`src/rtl/uart_mmio_ctrl.sv`:
```
// rtl/uart_mmio_ctrl.sv - memory-mapped UART controller with TX/RX FIFOs
// Decouples RV32I load/store access from the UART core's serial handshake.
module uart_mmio_ctrl #(
  parameter int TX_DEPTH = 8,
  parameter int RX_DEPTH = 8
) (
  input  logic        i_clk,
  input  logic        i_rst,
  input  logic [1:0]  i_addr,
  input  logic        i_wr,
  input  logic        i_rd,
  input  logic [31:0] i_wdata,
  output logic [31:0] o_rdata,
  output logic        o_rvalid,
  output logic        o_en,
  output logic [3:0]  o_br,
  output logic [7:0]  o_clk_dec,
  output logic        o_str_tx,
  output logic [7:0]  o_data_tx,
  input  logic        i_busy_tx,
  input  logic        i_rxne,
  input  logic [7:0]  i_data_rx,
  output logic        o_irq
);
  localparam int TAW = $clog2(TX_DEPTH);
  localparam int RAW = $clog2(RX_DEPTH);

  typedef enum logic [1:0] {T_IDLE, T_REQ, T_ACTIVE, T_GAP} tx_state_t;

  tx_state_t    tx_state;
  logic [31:0]  ctrl;
  logic [7:0]   tx_mem [TX_DEPTH];
  logic [7:0]   rx_mem [RX_DEPTH];
  logic [TAW:0] tx_wp, tx_rp;
  logic [RAW:0] rx_wp, rx_rp, rx_cnt;
  logic         rx_ovr, rxne_d, gap_cnt;
  logic         tx_full, tx_empty, rx_full, rx_empty, tx_active;
  logic         rd, wr_ctrl, wr_stat, wr_tx, rd_rx, flush;
  logic         tx_pop, tx_push, rx_rise, rx_pop, rx_push, rx_drop;
  logic [31:0]  status, rd_data;

  // Extra MSB on each pointer separates full (MSBs differ) from empty.
  assign tx_empty  = (tx_wp == tx_rp);
  assign tx_full   = (tx_wp[TAW] != tx_rp[TAW]) && (tx_wp[TAW-1:0] == tx_rp[TAW-1:0]);
  assign rx_empty  = (rx_wp == rx_rp);
  assign rx_full   = (rx_wp[RAW] != rx_rp[RAW]) && (rx_wp[RAW-1:0] == rx_rp[RAW-1:0]);
  assign rx_cnt    = rx_wp - rx_rp;
  assign tx_active = (tx_state != T_IDLE) || i_busy_tx;

  assign rd      = i_rd && !i_wr;
  assign wr_ctrl = i_wr && (i_addr == 2'd0);
  assign wr_stat = i_wr && (i_addr == 2'd1);
  assign wr_tx   = i_wr && (i_addr == 2'd2);
  assign rd_rx   = rd && (i_addr == 2'd3);
  assign flush   = wr_ctrl && ctrl[0] && !i_wdata[0];

  assign tx_pop  = ctrl[0] && !flush && (tx_state == T_IDLE) && !tx_empty && !i_busy_tx;
  assign tx_push = wr_tx && (!tx_full || tx_pop);
  assign rx_rise = i_rxne && !rxne_d;
  assign rx_pop  = rd_rx && !rx_empty;
  assign rx_push = rx_rise && !flush && (!rx_full || rx_pop);
  assign rx_drop = rx_rise && !flush && rx_full && !rx_pop;

  assign status = {16'h0, 8'(rx_cnt), 3'b0, tx_active, rx_ovr, tx_empty, !rx_empty, tx_full};

  always_comb begin
    rd_data = '0;
    case (i_addr)
      2'd0: rd_data = ctrl;
      2'd1: rd_data = status;
      2'd2: rd_data = '0;
      2'd3: if (!rx_empty) rd_data = {24'h0, rx_mem[rx_rp[RAW-1:0]]};
    endcase
  end

  always_ff @(posedge i_clk) begin
    if (tx_push) tx_mem[tx_wp[TAW-1:0]] <= i_wdata[7:0];
    if (rx_push) rx_mem[rx_wp[RAW-1:0]] <= i_data_rx;
  end

  always_ff @(posedge i_clk) begin
    if (!i_rst) begin
      ctrl      <= '0;
      tx_wp     <= '0;
      tx_rp     <= '0;
      rx_wp     <= '0;
      rx_rp     <= '0;
      rx_ovr    <= 1'b0;
      rxne_d    <= 1'b0;
      gap_cnt   <= 1'b0;
      tx_state  <= T_IDLE;
      o_str_tx  <= 1'b0;
      o_data_tx <= '0;
      o_rdata   <= '0;
      o_rvalid  <= 1'b0;
    end else begin
      rxne_d   <= i_rxne;
      o_rvalid <= rd;
      o_rdata  <= rd ? rd_data : '0;
      if (wr_ctrl) ctrl <= i_wdata & 32'h0000_FFFD;
      if (wr_stat && i_wdata[3]) rx_ovr <= 1'b0;
      if (rx_drop) rx_ovr <= 1'b1;
      if (flush) begin
        tx_wp    <= '0;
        tx_rp    <= '0;
        rx_wp    <= '0;
        rx_rp    <= '0;
        tx_state <= T_IDLE;
        o_str_tx <= 1'b0;
      end else begin
        if (tx_push) tx_wp <= tx_wp + 1'b1;
        if (tx_pop)  tx_rp <= tx_rp + 1'b1;
        if (rx_push) rx_wp <= rx_wp + 1'b1;
        if (rx_pop)  rx_rp <= rx_rp + 1'b1;
        case (tx_state)
          T_IDLE: if (tx_pop) begin
            o_data_tx <= tx_mem[tx_rp[TAW-1:0]];
            o_str_tx  <= 1'b1;
            tx_state  <= T_REQ;
          end
          T_REQ: if (i_busy_tx) begin
            o_str_tx <= 1'b0;
            tx_state <= T_ACTIVE;
          end
          T_ACTIVE: if (!i_busy_tx) begin
            gap_cnt  <= 1'b0;
            tx_state <= T_GAP;
          end
          // Two quiet cycles let the core fall back from done to idle.
          T_GAP: begin
            gap_cnt <= 1'b1;
            if (gap_cnt) tx_state <= T_IDLE;
          end
        endcase
      end
    end
  end

  assign o_en      = ctrl[0];
  assign o_br      = ctrl[7:4];
  assign o_clk_dec = ctrl[15:8];
  assign o_irq     = (!rx_empty && ctrl[2]) || (tx_empty && ctrl[3]);
endmodule

```
`config.mk`:
```
export PLATFORM = sky130hd
export DESIGN_NAME = uart_mmio_ctrl
export DESIGN_NICKNAME = d
export VERILOG_FILES = /design/src/rtl/uart_mmio_ctrl.sv
export SDC_FILE = /design/constraint.sdc
export NUM_CORES = 1
export LEC_CHECK = 0
export CAP_MARGIN = 20
export CORE_MARGIN = 4
export CORE_UTILIZATION = 50
export CTS_BUF_LIST = sky130_fd_sc_hd__clkbuf_8 sky130_fd_sc_hd__clkbuf_16
export DETAILED_ROUTE_END_ITERATION = 10
export PLACE_DENSITY = 0.73
export SETUP_SLACK_MARGIN = 0.2
export SLEW_MARGIN = 20
export SYNTH_ARGS = -nofsm -noshare
export SYNTH_HDL_FRONTEND = slang
export SYNTH_SLANG_ARGS = --single-unit
```
`constraint.sdc`:
```
create_clock -name i_clk -period 6 [get_ports i_clk]
set_input_delay 1.5 -clock i_clk [delete_from_list [all_inputs] [get_ports i_clk]]
set_output_delay 1.5 -clock i_clk [all_outputs]
set_load 0.02 [all_outputs]
```
=== Yosys cells after proc, flatten, opt, wreduce, memory -nomap -nowiden ===
Memories as Yosys holds them, arrays and structs flattened. A register that Yosys moved wholly into a read port is not among the register bits.
Index checks and enable logic that the tools add are counted.

* Bits in registers: 70
* RAM bits: 128
* Input bits: 48
* Output and inout port bits: 56
* Word-level logic and storage cells: 107
* Memories kept: 2

* Add/sub/neg operators: 5
* Eq/ne operators: 16
* Muxes and demuxes: 20
* Bitwise operators: 2
* Reduce and logical (&&, ||, !) cells: 50

{| class="wikitable"
|+ Memory list
! name !! depth !! bits a word !! rd ports !! clocked after Yosys merged registers in !! write ports !! RTL line !! source
|-
| rx_mem || 8 || 8 || 1 || 1 || 1 || 33 || <nowiki>logic [7:0] rx_mem [RX_DEPTH];</nowiki>
|-
| tx_mem || 8 || 8 || 1 || 1 || 1 || 32 || <nowiki>logic [7:0] tx_mem [TX_DEPTH];</nowiki>
|}

{| class="wikitable"
|+ Operators by type and width
! kind !! count
|-
| 32-bit one-hot mux with 4 select lines || 1
|-
| 1-bit logical AND || 23
|-
| 4-bit by 1-bit adder with 4-bit output, second input constant || 4
|-
| 1-bit zero test || 11
|-
| 1-bit two-way mux || 9
|-
| 3-bit AND reduction || 3
|-
| 2-bit equality test, second input constant || 4
|-
| 4-bit equality test || 2
|-
| 2-bit two-way mux || 4
|-
| 8-bit two-way mux || 1
|-
| 2-bit != test, second input constant || 4
|-
| 2-bit one-hot mux with 4 select lines || 1
|-
| 2-bit nonzero test || 4
|-
| 3-bit equality test || 2
|-
| 3-bit two-way mux || 2
|-
| 2-bit by 1-bit equality test with 1-bit output, second input constant || 2
|-
| 2-bit zero test || 2
|-
| 1-bit logical OR || 4
|-
| 1-bit one-hot mux with 2 select lines || 2
|-
| 4-bit AND reduction || 1
|-
| 4-bit subtractor || 1
|-
| 1-bit != test || 2
|-
| 1-bit inverter || 2
|-
| 2-bit AND reduction || 1
|-
| 2-bit OR reduction || 1
|}

=== Logic depth before layout (Yosys ltp) ===
Gate-level depths: netlist (run 1).

* Word-level depth: 13
* Mapped depth: 8
* Gate-level depth less buffers: 7

=== Worst setup path before layout (run 1) ===
No wires, ideal clock.

* Path kind: input to register
* From: in i_addr[1]
* To: mem tx_mem[0][0] (enable)
* Setup time: 0.398 ns
* Data arrival time: 3.213 ns
* Data required time: 5.602 ns
* Setup slack: 2.389 ns
* Cell stages on the path: 4
* Path buffers: 1
* Cell sequence: clkbuf_1 nand2_1 a211oi_4 nor4b_1

* Word-level cells in the longest chain between the ends: 13
* Elaborated cells on any way between the ends: 15
* Those cells by class: 1 x eq/ne; 2 x mux; 12 x reduce/logical

{| class="wikitable"
|+ Ends and longest elaborated chain
! what !! RTL line !! source
|-
| start: declaration || 9 || <nowiki>input logic [1:0] i_addr,</nowiki>
|-
| 2-bit zero test || 51 || <nowiki>assign wr_ctrl = i_wr && (i_addr == 2'd0);</nowiki>
|-
| 1-bit logical AND || 51 ||
|-
| 1-bit logical AND (2 in series) || 55 || <nowiki>assign flush = wr_ctrl && ctrl[0] && !i_wdata[0];</nowiki>
|-
| 1-bit zero test || 57 || <nowiki>assign tx_pop = ctrl[0] && !flush && (tx_state == T_IDLE) && !tx_empty && !i_busy_tx;</nowiki>
|-
| 1-bit logical AND (4 in series) || 57 ||
|-
| 1-bit logical OR || 58 || <nowiki>assign tx_push = wr_tx && (!tx_full || tx_pop);</nowiki>
|-
| 1-bit logical AND (*) || 58 ||
|-
| 1-bit two-way mux (*) || 77 || <nowiki>if (tx_push) tx_mem[tx_wp[TAW-1:0]] <= i_wdata[7:0];</nowiki>
|-
| 1-bit two-way mux (implied by the code) (*) || 77 ||
|-
| end: declaration || 32 ||
|}

Mark *: on every way between the ends. The rest lies on a longest branch, timed or not.

=== Worst setup path in the final report (run 1) ===
* From: reg tx_rp[1]
* To: out o_irq

* Word-level cells in the longest chain between the ends: 3

{| class="wikitable"
|+ Ends and longest elaborated chain
! what !! RTL line !! source
|-
| start: declaration || 34 || <nowiki>logic [TAW:0] tx_wp, tx_rp;</nowiki>
|-
| start signal: assignment || 112 || <nowiki>if (tx_pop) tx_rp <= tx_rp + 1'b1;</nowiki>
|-
| 4-bit equality test || 43 || <nowiki>assign tx_empty = (tx_wp == tx_rp);</nowiki>
|-
| 1-bit logical AND || 142 || <nowiki>assign o_irq = (!rx_empty && ctrl[2]) || (tx_empty && ctrl[3]);</nowiki>
|-
| 1-bit logical OR || 142 ||
|-
| end: declaration || 23 || <nowiki>output logic o_irq</nowiki>
|}

No other way between the ends.

==> flow_summary.rst, run 1 <==
.. list-table::
   :header-rows: 1

   * - Metric
     - Value
   * - Result of the run
     - complete, no violations
   * - Critical path start-end classification
     - flip-flop to output pin
   * - Post-layout minimum cycle time
     - 4.619 ns
   * - Maximum count of clock buffers along a single path
     - 2
   * - Number of distinct library cells after synthesis
     - 56
   * - Most instantiated flip-flop cell in the synthesis netlist
     - sky130_fd_sc_hd__edfxtp_1
   * - Rel. slew slack
     - 0.3193
   * - Register area share after synthesis
     - 0.6467
   * - Transition time at the pin with the least slew margin
     - 1.017 ns
   * - Number of cells upsized or downsized after cts
     - 0
   * - Count of flip-flops with a built-in enable after synthesis
     - 128
   * - Vertical die dimension
     - 134.1 um
   * - Cts bufs inserted
     - 17
   * - Period utilization
     - 0.7698
   * - Pin count of the biggest net entering global routing
     - 30
   * - Clk slew on worst S/H paths
     - 0.07 ns
   * - Pleak
     - 3.129 nW
   * - I/O pin count
     - 104
   * - # Max-Cap Violations
     - 0
   * - Number of failing hold endpoints at the final stage
     - 0
   * - Clock net sink count
     - 193
   * - CTS tree
     - done
   * - Post-route clock skew
     - 0.009492 ns
   * - Post-route non-filler standard cell count
     - 828
   * - WP data required
     - 4.50 ns
   * - Count of nets after finishing
     - 665
   * - Master of the slowest instance on the critical path
     - sky130_fd_sc_hd__dfxtp_1
   * - First-iteration detailed-routing DRC count
     - 261
   * - Port buffer count
     - 71
   * - Wire length per cell
     - 19.58 um
   * - Inst Count DP
     - 796
   * - Placed inst area
     - 8742 um^2
   * - Arrival time at the worst endpoint
     - 3.12 ns
   * - Placeable core area
     - 15370 um^2
   * - TNS Setup
     - 0 ns
   * - Multiplexer share of the synthesized area
     - 0.1230
   * - Row count
     - 45
   * - Antenna Violating Nets Remaining
     - 0
   * - Unrepaired setup endpoints after global routing
     - false
   * - Critical Path End Type
     - output pin
   * - Element type at the critical path start
     - flip-flop
   * - Share of post-route cells with drive strength above 1
     - 0.1378
   * - Number of filler cells placed in the layout
     - 1146
   * - Crit Path Max Fanout
     - 20
   * - Initial antenna violation count
     - 0
   * - Initial Utilization
     - 0.5175
   * - Combined global-route utilization of all metal layers
     - 0.1874
   * - Sum of overflow across all layers after global routing
     - 0
   * - Die area
     - 17990 um^2
   * - Drt total wl
     - 16210 um
   * - Die X
     - 134.1 um
   * - Clock network latency to the later pin of the worst-skew pair
     - 0.43 ns
   * - Syn avg cell area
     - 14.73 um^2
   * - Post-CTS setup-driven buffer insertion count
     - 0
   * - Adder-cell share of the synthesized area
     - 0.02139
   * - CP Cell Sequence
     - xor2_2 > nor4b_4 > a22o_1 > clkdlybuf4s50_1
   * - Count of inserted antenna diode cells
     - 0
   * - GP Congestion
     - 0.7659
   * - Post-synthesis xor/xnor area fraction
     - 0.02076
   * - Post-layout instance area
     - 9374 um^2
   * - Hold slack final
     - 0.4880 ns
   * - HPWL reported at the end of detailed placement
     - 10710 um
   * - Yosys warnings
     - 0
   * - Number of global-route vias before repair
     - 4632
   * - Number of vias after detailed routing
     - 4553
   * - FMAX
     - 0.2165 GHz
   * - Combined area of all synthesized cells
     - 7955 um^2
   * - Setup Viol. Count Final
     - 0
   * - Post-Synthesis Cells
     - 540
   * - Post-synthesis async set-or-reset flop share
     - 0
   * - Total number of H-tree levels
     - 4
   * - Complex-gate fraction of the synthesized area
     - 0.05064
   * - Area growth syn-to-layout
     - 17.84%
   * - Type of the tightest min-delay check
     - flip-flop to flip-flop
   * - Number of buffers inserted by hold repair at cts
     - 0
   * - Number of slew-limit violations in the final report
     - 0
   * - Worst stage delay on the critical path
     - 0.98 ns
   * - First-pass GRT wire length
     - 25560 um
   * - Simple-gate share of the synthesized area
     - 0.08934
   * - Synthesized flop and latch total
     - 193
   * - Via count normalized by instance count
     - 5.499
   * - Root Buffer
     - sky130_fd_sc_hd__clkbuf_16
   * - Pwr Density
     - 297.9 nW/um^2
   * - Remaining DRCs
     - 0
   * - IR Drop Worst-Case VDD
     - 203.9 uV
   * - Largest family of logic cells by synthesized area
     - multiplexers
   * - First-pass iteration count of the detailed router
     - 5
## area by class of cell
class | count | area (um^2) | area share
multi-input cells | 298 | 2487 | 0.2654
clock buffers | 17 | 425.4 | 0.04538
flip-flops and latches | 193 | 5145 | 0.5489
clock inverters | 15 | 211.5 | 0.02256
well taps | 211 | 264.0 | 0.02816
inverters | 12 | 45.04 | 0.004805
repair buffers | 82 | 795.8 | 0.08489
## flip-flops by register name, summed over array words and instances, names as in the netlist, 2 cells and up, named ones only
| signal | cells |
|---|---|
| tx_wp | 4 |
| ctrl | 15 |
| o_data_tx | 8 |
| tx_state | 2 |
| tx_rp | 4 |
| o_rdata | 16 |
| rx_wp | 4 |
| rx_rp | 4 |
| tx_mem | 64 |
| rx_mem | 64 |
## cell usage in the layout, fill, tap and decap left out, types with 12 or more instances in the layout
| master | synthesis | layout |
|---|---|---|
| sky130_fd_sc_hd__edfxtp_1 | 128 | 128 |
| sky130_fd_sc_hd__dfxtp_1 | 65 | 65 |
| sky130_fd_sc_hd__clkbuf_16 | 0 | 17 |
| sky130_fd_sc_hd__ha_1 | 12 | 12 |
| sky130_fd_sc_hd__nor2_1 | 22 | 22 |
| sky130_fd_sc_hd__a21oi_1 | 20 | 20 |
| sky130_fd_sc_hd__a21boi_0 | 16 | 16 |
| sky130_fd_sc_hd__mux2i_1 | 22 | 22 |
| sky130_fd_sc_hd__conb_1 | 1 | 16 |
| sky130_fd_sc_hd__inv_1 | 12 | 15 |
| sky130_fd_sc_hd__o21ai_0 | 15 | 15 |
| sky130_fd_sc_hd__mux4_2 | 28 | 28 |
| sky130_fd_sc_hd__clkdlybuf4s50_1 | 0 | 70 |
| sky130_fd_sc_hd__nand2_1 | 53 | 53 |
## cells by family (layout without fill, tap and decap cells)
kind of cell,after synthesis,in the layout
AO/OA/AOI/OAI,64,64
XOR/XNOR,15,15
multiplexers,56,56
AND/OR/NAND/NOR,134,134
other,1,16
adder cells (fa/ha/maj),13,13
flip-flops,193,193
buffers and inverters,64,126
## through the flow
step                      power [mW]    util  setup slack, ns
after global routing           2.884  0.6098            1.259
after global placement         1.616  0.5678            1.690
after detailed placement       1.623  0.5687            1.589
after CTS                      2.813  0.6102            1.351
after floorplan                1.566       -            2.389
final                          2.793  0.6098            1.381
## power by group
part           total [mW]  switching [mW]  internal, mW
logic               0.147          0.0859        0.0614
clock network        1.20           0.493         0.705
registers            1.45          0.0133          1.43
## routing by layer
| metal | GRT usage | routed length, um |
|---|---|---|
| met5 | 0 | 0 |
| met4 | 0.07296 | 374 |
| met3 | 0.04051 | 817 |
| met2 | 0.3229 | 8513 |
| met1 | 0.2330 | 6504 |
## worst max-delay path, delay by kind of cell, from the launching register on
family / cells / cell delay [ns]
XOR/XNOR: 1 / 0.27
flip-flops: 1 / 0.98
AO/OA/AOI/OAI: 1 / 0.27
AND/OR/NAND/NOR: 1 / 0.55
buffers and inverters: 1 / 0.62
## cells in the mapped netlist, types with 3 or more instances
| library cell | instances | area share |
|---|---|---|
| sky130_fd_sc_hd__inv_1 | 12 | 0.0057 |
| sky130_fd_sc_hd__buf_4 | 31 | 0.029 |
| sky130_fd_sc_hd__mux2i_1 | 22 | 0.028 |
| sky130_fd_sc_hd__mux4_2 | 28 | 0.079 |
| sky130_fd_sc_hd__nand2_1 | 53 | 0.025 |
| sky130_fd_sc_hd__nor2_1 | 22 | 0.010 |
| sky130_fd_sc_hd__mux4_1 | 4 | 0.013 |
| sky130_fd_sc_hd__o21ai_0 | 15 | 0.0094 |
| sky130_fd_sc_hd__nor3_1 | 11 | 0.0069 |
| sky130_fd_sc_hd__ha_1 | 12 | 0.019 |
| sky130_fd_sc_hd__clkbuf_1 | 11 | 0.0052 |
| sky130_fd_sc_hd__buf_2 | 6 | 0.0038 |
| sky130_fd_sc_hd__nor3b_1 | 4 | 0.0038 |
| sky130_fd_sc_hd__nand3_1 | 7 | 0.0044 |
| sky130_fd_sc_hd__nand2b_1 | 4 | 0.0031 |
| sky130_fd_sc_hd__a21boi_0 | 16 | 0.015 |
| sky130_fd_sc_hd__and3_1 | 8 | 0.0063 |
| sky130_fd_sc_hd__xnor2_1 | 10 | 0.011 |
| sky130_fd_sc_hd__a21oi_1 | 20 | 0.013 |
| sky130_fd_sc_hd__dfxtp_1 | 65 | 0.16 |
| sky130_fd_sc_hd__edfxtp_1 | 128 | 0.48 |
| sky130_fd_sc_hd__nand4b_1 | 3 | 0.0033 |
## path summary, 6_finish.rpt
kind / from / endpoint / slack [ns] / cells after the start
max: tx_rp[1] / o_irq / 1.38 / 4
max reg2reg: tx_rp[1] / tx_mem[6][3] / 2.84 / 5
min reg2reg: rx_ovr / rx_ovr / 0.49 / 2
min: rx_ovr / rx_ovr / 0.49 / 2
No activity file was read; power rests on OpenSTA's default activity.
==> run 2, diff against run 1 <==
- clock period: 6 -> 4.8 ns (I/O delays scaled with it)
==> flow_summary.rst, run 2 (synthesis results as in run 1) <==
.. list-table::
   :header-rows: 1

   * - Metric
     - Value
   * - Clock network latency to the later pin of the worst-skew pair
     - 0.44 ns (about the same)
   * - Combined global-route utilization of all metal layers
     - 0.1859 (-0.001540)
   * - Number of buffers inserted by hold repair at cts
     - 0 (unchanged)
   * - Transition time at the pin with the least slew margin
     - 0.8698 ns (-0.1475 ns)
   * - Smallest setup slack after layout
     - 0.9856 ns (-0.3958 ns)
   * - Result of the run
     - complete, no violations
   * - Met2 track demand over resource
     - 0.3139 (-0.008984)
   * - First-pass GRT wire length
     - 25250 um (-1.2%)
   * - R2R depth
     - 5 (unchanged)
   * - Tot Pwr
     - 3.417 mW (+22%)
   * - Area growth syn-to-layout
     - 17.79% (about the same)
   * - CTS tree
     - done
   * - Maximum count of clock buffers along a single path
     - 2 (unchanged)
   * - Vertical die dimension
     - 134.1 um (unchanged)
   * - Register-to-register path setup slack
     - 2.09 ns (-0.75 ns)
   * - Number of failing hold endpoints at the final stage
     - 0 (unchanged)
   * - Number of filler cells placed in the layout
     - 1151 (+0.44%)
   * - Area used by multi-input combinational logic
     - 2487 um^2 (unchanged)
   * - Wire length per cell
     - 19.03 um (-2.8%)
   * - IR Drop Worst-Case VDD
     - 267.9 uV (+31%)
   * - Unrepaired setup endpoints after global routing
     - false
   * - Element type at the critical path start
     - flip-flop
   * - Worst Hold Endpoint
     - ctrl[15]
   * - Pleak
     - 3.126 nW (about the same)
   * - Count of inserted antenna diode cells
     - 0 (unchanged)
   * - Share of post-route cells with drive strength above 1
     - 0.1449 (+0.007164)
   * - Timing startpoint of the critical path
     - tx_wp[0]
   * - I/O pin count
     - 104 (unchanged)
   * - Port buffer count
     - 71 (unchanged)
   * - Clock net sink count
     - 193 (unchanged)
   * - Post-layout minimum cycle time
     - 3.814 ns
   * - Portion of total power attributed to combinational logic
     - 0.053 (about the same)
   * - Grt met3 use
     - 0.04164 (+0.001125)
   * - Critical path start-end classification
     - flip-flop to output pin
   * - FF/Latch Area
     - 5146 um^2 (about the same)
   * - Busiest grt layer
     - met2
   * - Worst flop-to-flop path endpoint
     - tx_mem[6][3]
   * - HPWL reported at the end of detailed placement
     - 10790 um (+0.78%)
   * - Total number of H-tree levels
     - 4 (unchanged)
   * - Crit Path Max Fanout
     - 11 (-45%)
   * - Drt total wl
     - 15830 um (-2.3%)
   * - Sum of overflow across all layers after global routing
     - 0 (unchanged)
   * - WP data required
     - 3.60 ns (-0.90 ns)
   * - Worst setup slack after placement
     - 1.041 ns (-0.5481 ns)
   * - Root Buffer
     - sky130_fd_sc_hd__clkbuf_16
   * - Global routing met1 resource utilization
     - 0.2340 (+0.0009731)
   * - First-iteration detailed-routing DRC count
     - 263 (+0.77%)
   * - Sw power
     - 0.7628 mW (+29%)
   * - Post-route clock skew
     - 0.009396 ns (-0.00009626 ns)
   * - First-pass iteration count of the detailed router
     - 4 (-1)
   * - Type of the tightest min-delay check
     - flip-flop to flip-flop
   * - Number of global-route vias before repair
     - 4647 (+0.32%)
   * - Number of slew-limit violations in the final report
     - 0 (unchanged)
   * - Die X
     - 134.1 um (unchanged)
   * - Start point of the worst hold path
     - ctrl[15]
   * - Arrival time at the worst endpoint
     - 2.61 ns (-0.51 ns)
   * - Antenna Violating Nets Remaining
     - 0 (unchanged)
   * - Via count normalized by instance count
     - 5.412 (-1.6%)
   * - TNS Setup
     - 0 ns (unchanged)
   * - Internal Power
     - 2.654 mW (+21%)
   * - # Max-Cap Violations
     - 0 (unchanged)
   * - Master of the slowest instance on the critical path
     - sky130_fd_sc_hd__dfxtp_1
   * - Rel. slew slack
     - 0.4195 (+0.1002)
   * - Initial Utilization
     - 0.5175 (unchanged)
   * - Worst stage delay on the critical path
     - 0.64 ns (-0.34 ns)
   * - Critical R2R Launch
     - tx_wp[0]
   * - Initial antenna violation count
     - 1 (+1)
   * - Switching part of the total power
     - 0.2233 (+0.01116)
   * - Remaining DRCs
     - 0 (unchanged)
   * - Power share of the sequential group
     - 0.529 (+0.011)
   * - Die area
     - 17990 um^2 (unchanged)
   * - Clk slew on worst S/H paths
     - 0.07 ns (about the same)
   * - Most frequent cells in the layout
     - 128 x sky130_fd_sc_hd__edfxtp_1, 71 x sky130_fd_sc_hd__clkdlybuf4s50_1, 64 x sky130_fd_sc_hd__dfxtp_1
   * - Cts bufs inserted
     - 17 (unchanged)
   * - Clock power frac
     - 0.417 (-0.012)
   * - Number of vias after detailed routing
     - 4503 (-1.1%)
   * - CP Cell Sequence
     - xor2_4 > nor4b_4 > a22o_1 > clkdlybuf4s50_1
   * - Placeable core area
     - 15370 um^2 (unchanged)
   * - FMAX
     - 0.2622 GHz
   * - Post-CTS setup-driven buffer insertion count
     - 0 (unchanged)
   * - Pin count of the biggest net entering global routing
     - 21 (-30%)
   * - Row count
     - 45 (unchanged)
   * - Critical Path End Type
     - output pin
   * - Setup Viol. Count Final
     - 0 (unchanged)
   * - GP Congestion
     - 0.7924 (+3.5%)
   * - Period utilization
     - 0.7947
   * - Number of cells upsized or downsized after cts
     - 0 (unchanged)
   * - Count of nets after finishing
     - 669 (+0.60%)
   * - Most common cell after layout, fill and taps aside
     - sky130_fd_sc_hd__edfxtp_1
   * - Pwr Density
     - 364.6 nW/um^2 (+22%)
   * - Number of cells traversed by the worst hold path
     - 2 (unchanged)
## run 2: cell count changes in the layout (fill, tap and decap cells not counted), sizes merged
cell / change
clkinv: +5
buf: +3
bufinv: -2
inv: -2
clkdlybuf4s50: +1
clkinvlp: -1
## run 2: final cells by class
class,instances,share of cell area
clock buffer,17,0.04540
clock inverter,15,0.01909
inverter,12,0.004807
multi-input combinational,298,0.2655
sequential,193,0.5492
tap,211,0.02817
timing repair buffer,86,0.08786
## run 2: per-stage QoR
step	util	std cells	area, um^2	hold WS [ns]
detailed placement	0.5702	800	8765	0.4736
global route	0.6096	832	9370	0.5146
global placement	0.5702	800	8765	0.4580
finish	0.6096	832	9370	0.4848
floorplan	-	555	8011	0.4410
CTS	0.6095	832	9369	0.4829
## run 2: worst max-delay path by stage
stage                               to  slack (ns)  cells after the start
after floorplan           tx_mem[0][0]        1.49                      4
after global placement    rx_mem[5][6]        1.13                      7
after detailed placement  rx_mem[4][6]        1.04                      7
after CTS                        o_irq        0.94                      4
after global routing             o_irq        0.80                      4
final                            o_irq        0.99                      4
## run 2: worst max-delay path: cells and delay by family (launching register included)
family                 cells  cell delay (ns)
flip-flops                 1             0.64
buffers and inverters      1             0.62
AND/OR/NAND/NOR            1             0.51
AO/OA/AOI/OAI              1             0.25
XOR/XNOR                   1             0.17
## run 2: layer usage
| metal | part of all wire | routed length [um] | up-vias |
|---|---|---|---|
| met1 | 0.42 | 6618 | 2263 |
| met5 | 0.00082 | 13 | - |
| met3 | 0.040 | 638 | 26 |
| met4 | 0.020 | 318 | 2 |
| li1 | - | - | 2107 |
| met2 | 0.52 | 8243 | 105 |
## run 2: power groups by stage
stage / logic (mW) / clock network (mW) / registers [mW]
4_1_cts: 0.184 / 1.45 / 1.81
5_1_grt: 0.201 / 1.52 / 1.81
3_5_place_dp: 0.183 / 0 / 1.85
6_report: 0.183 / 1.43 / 1.81
2_1_floorplan: 0.117 / 0 / 1.84
3_3_place_gp: 0.177 / 0 / 1.84
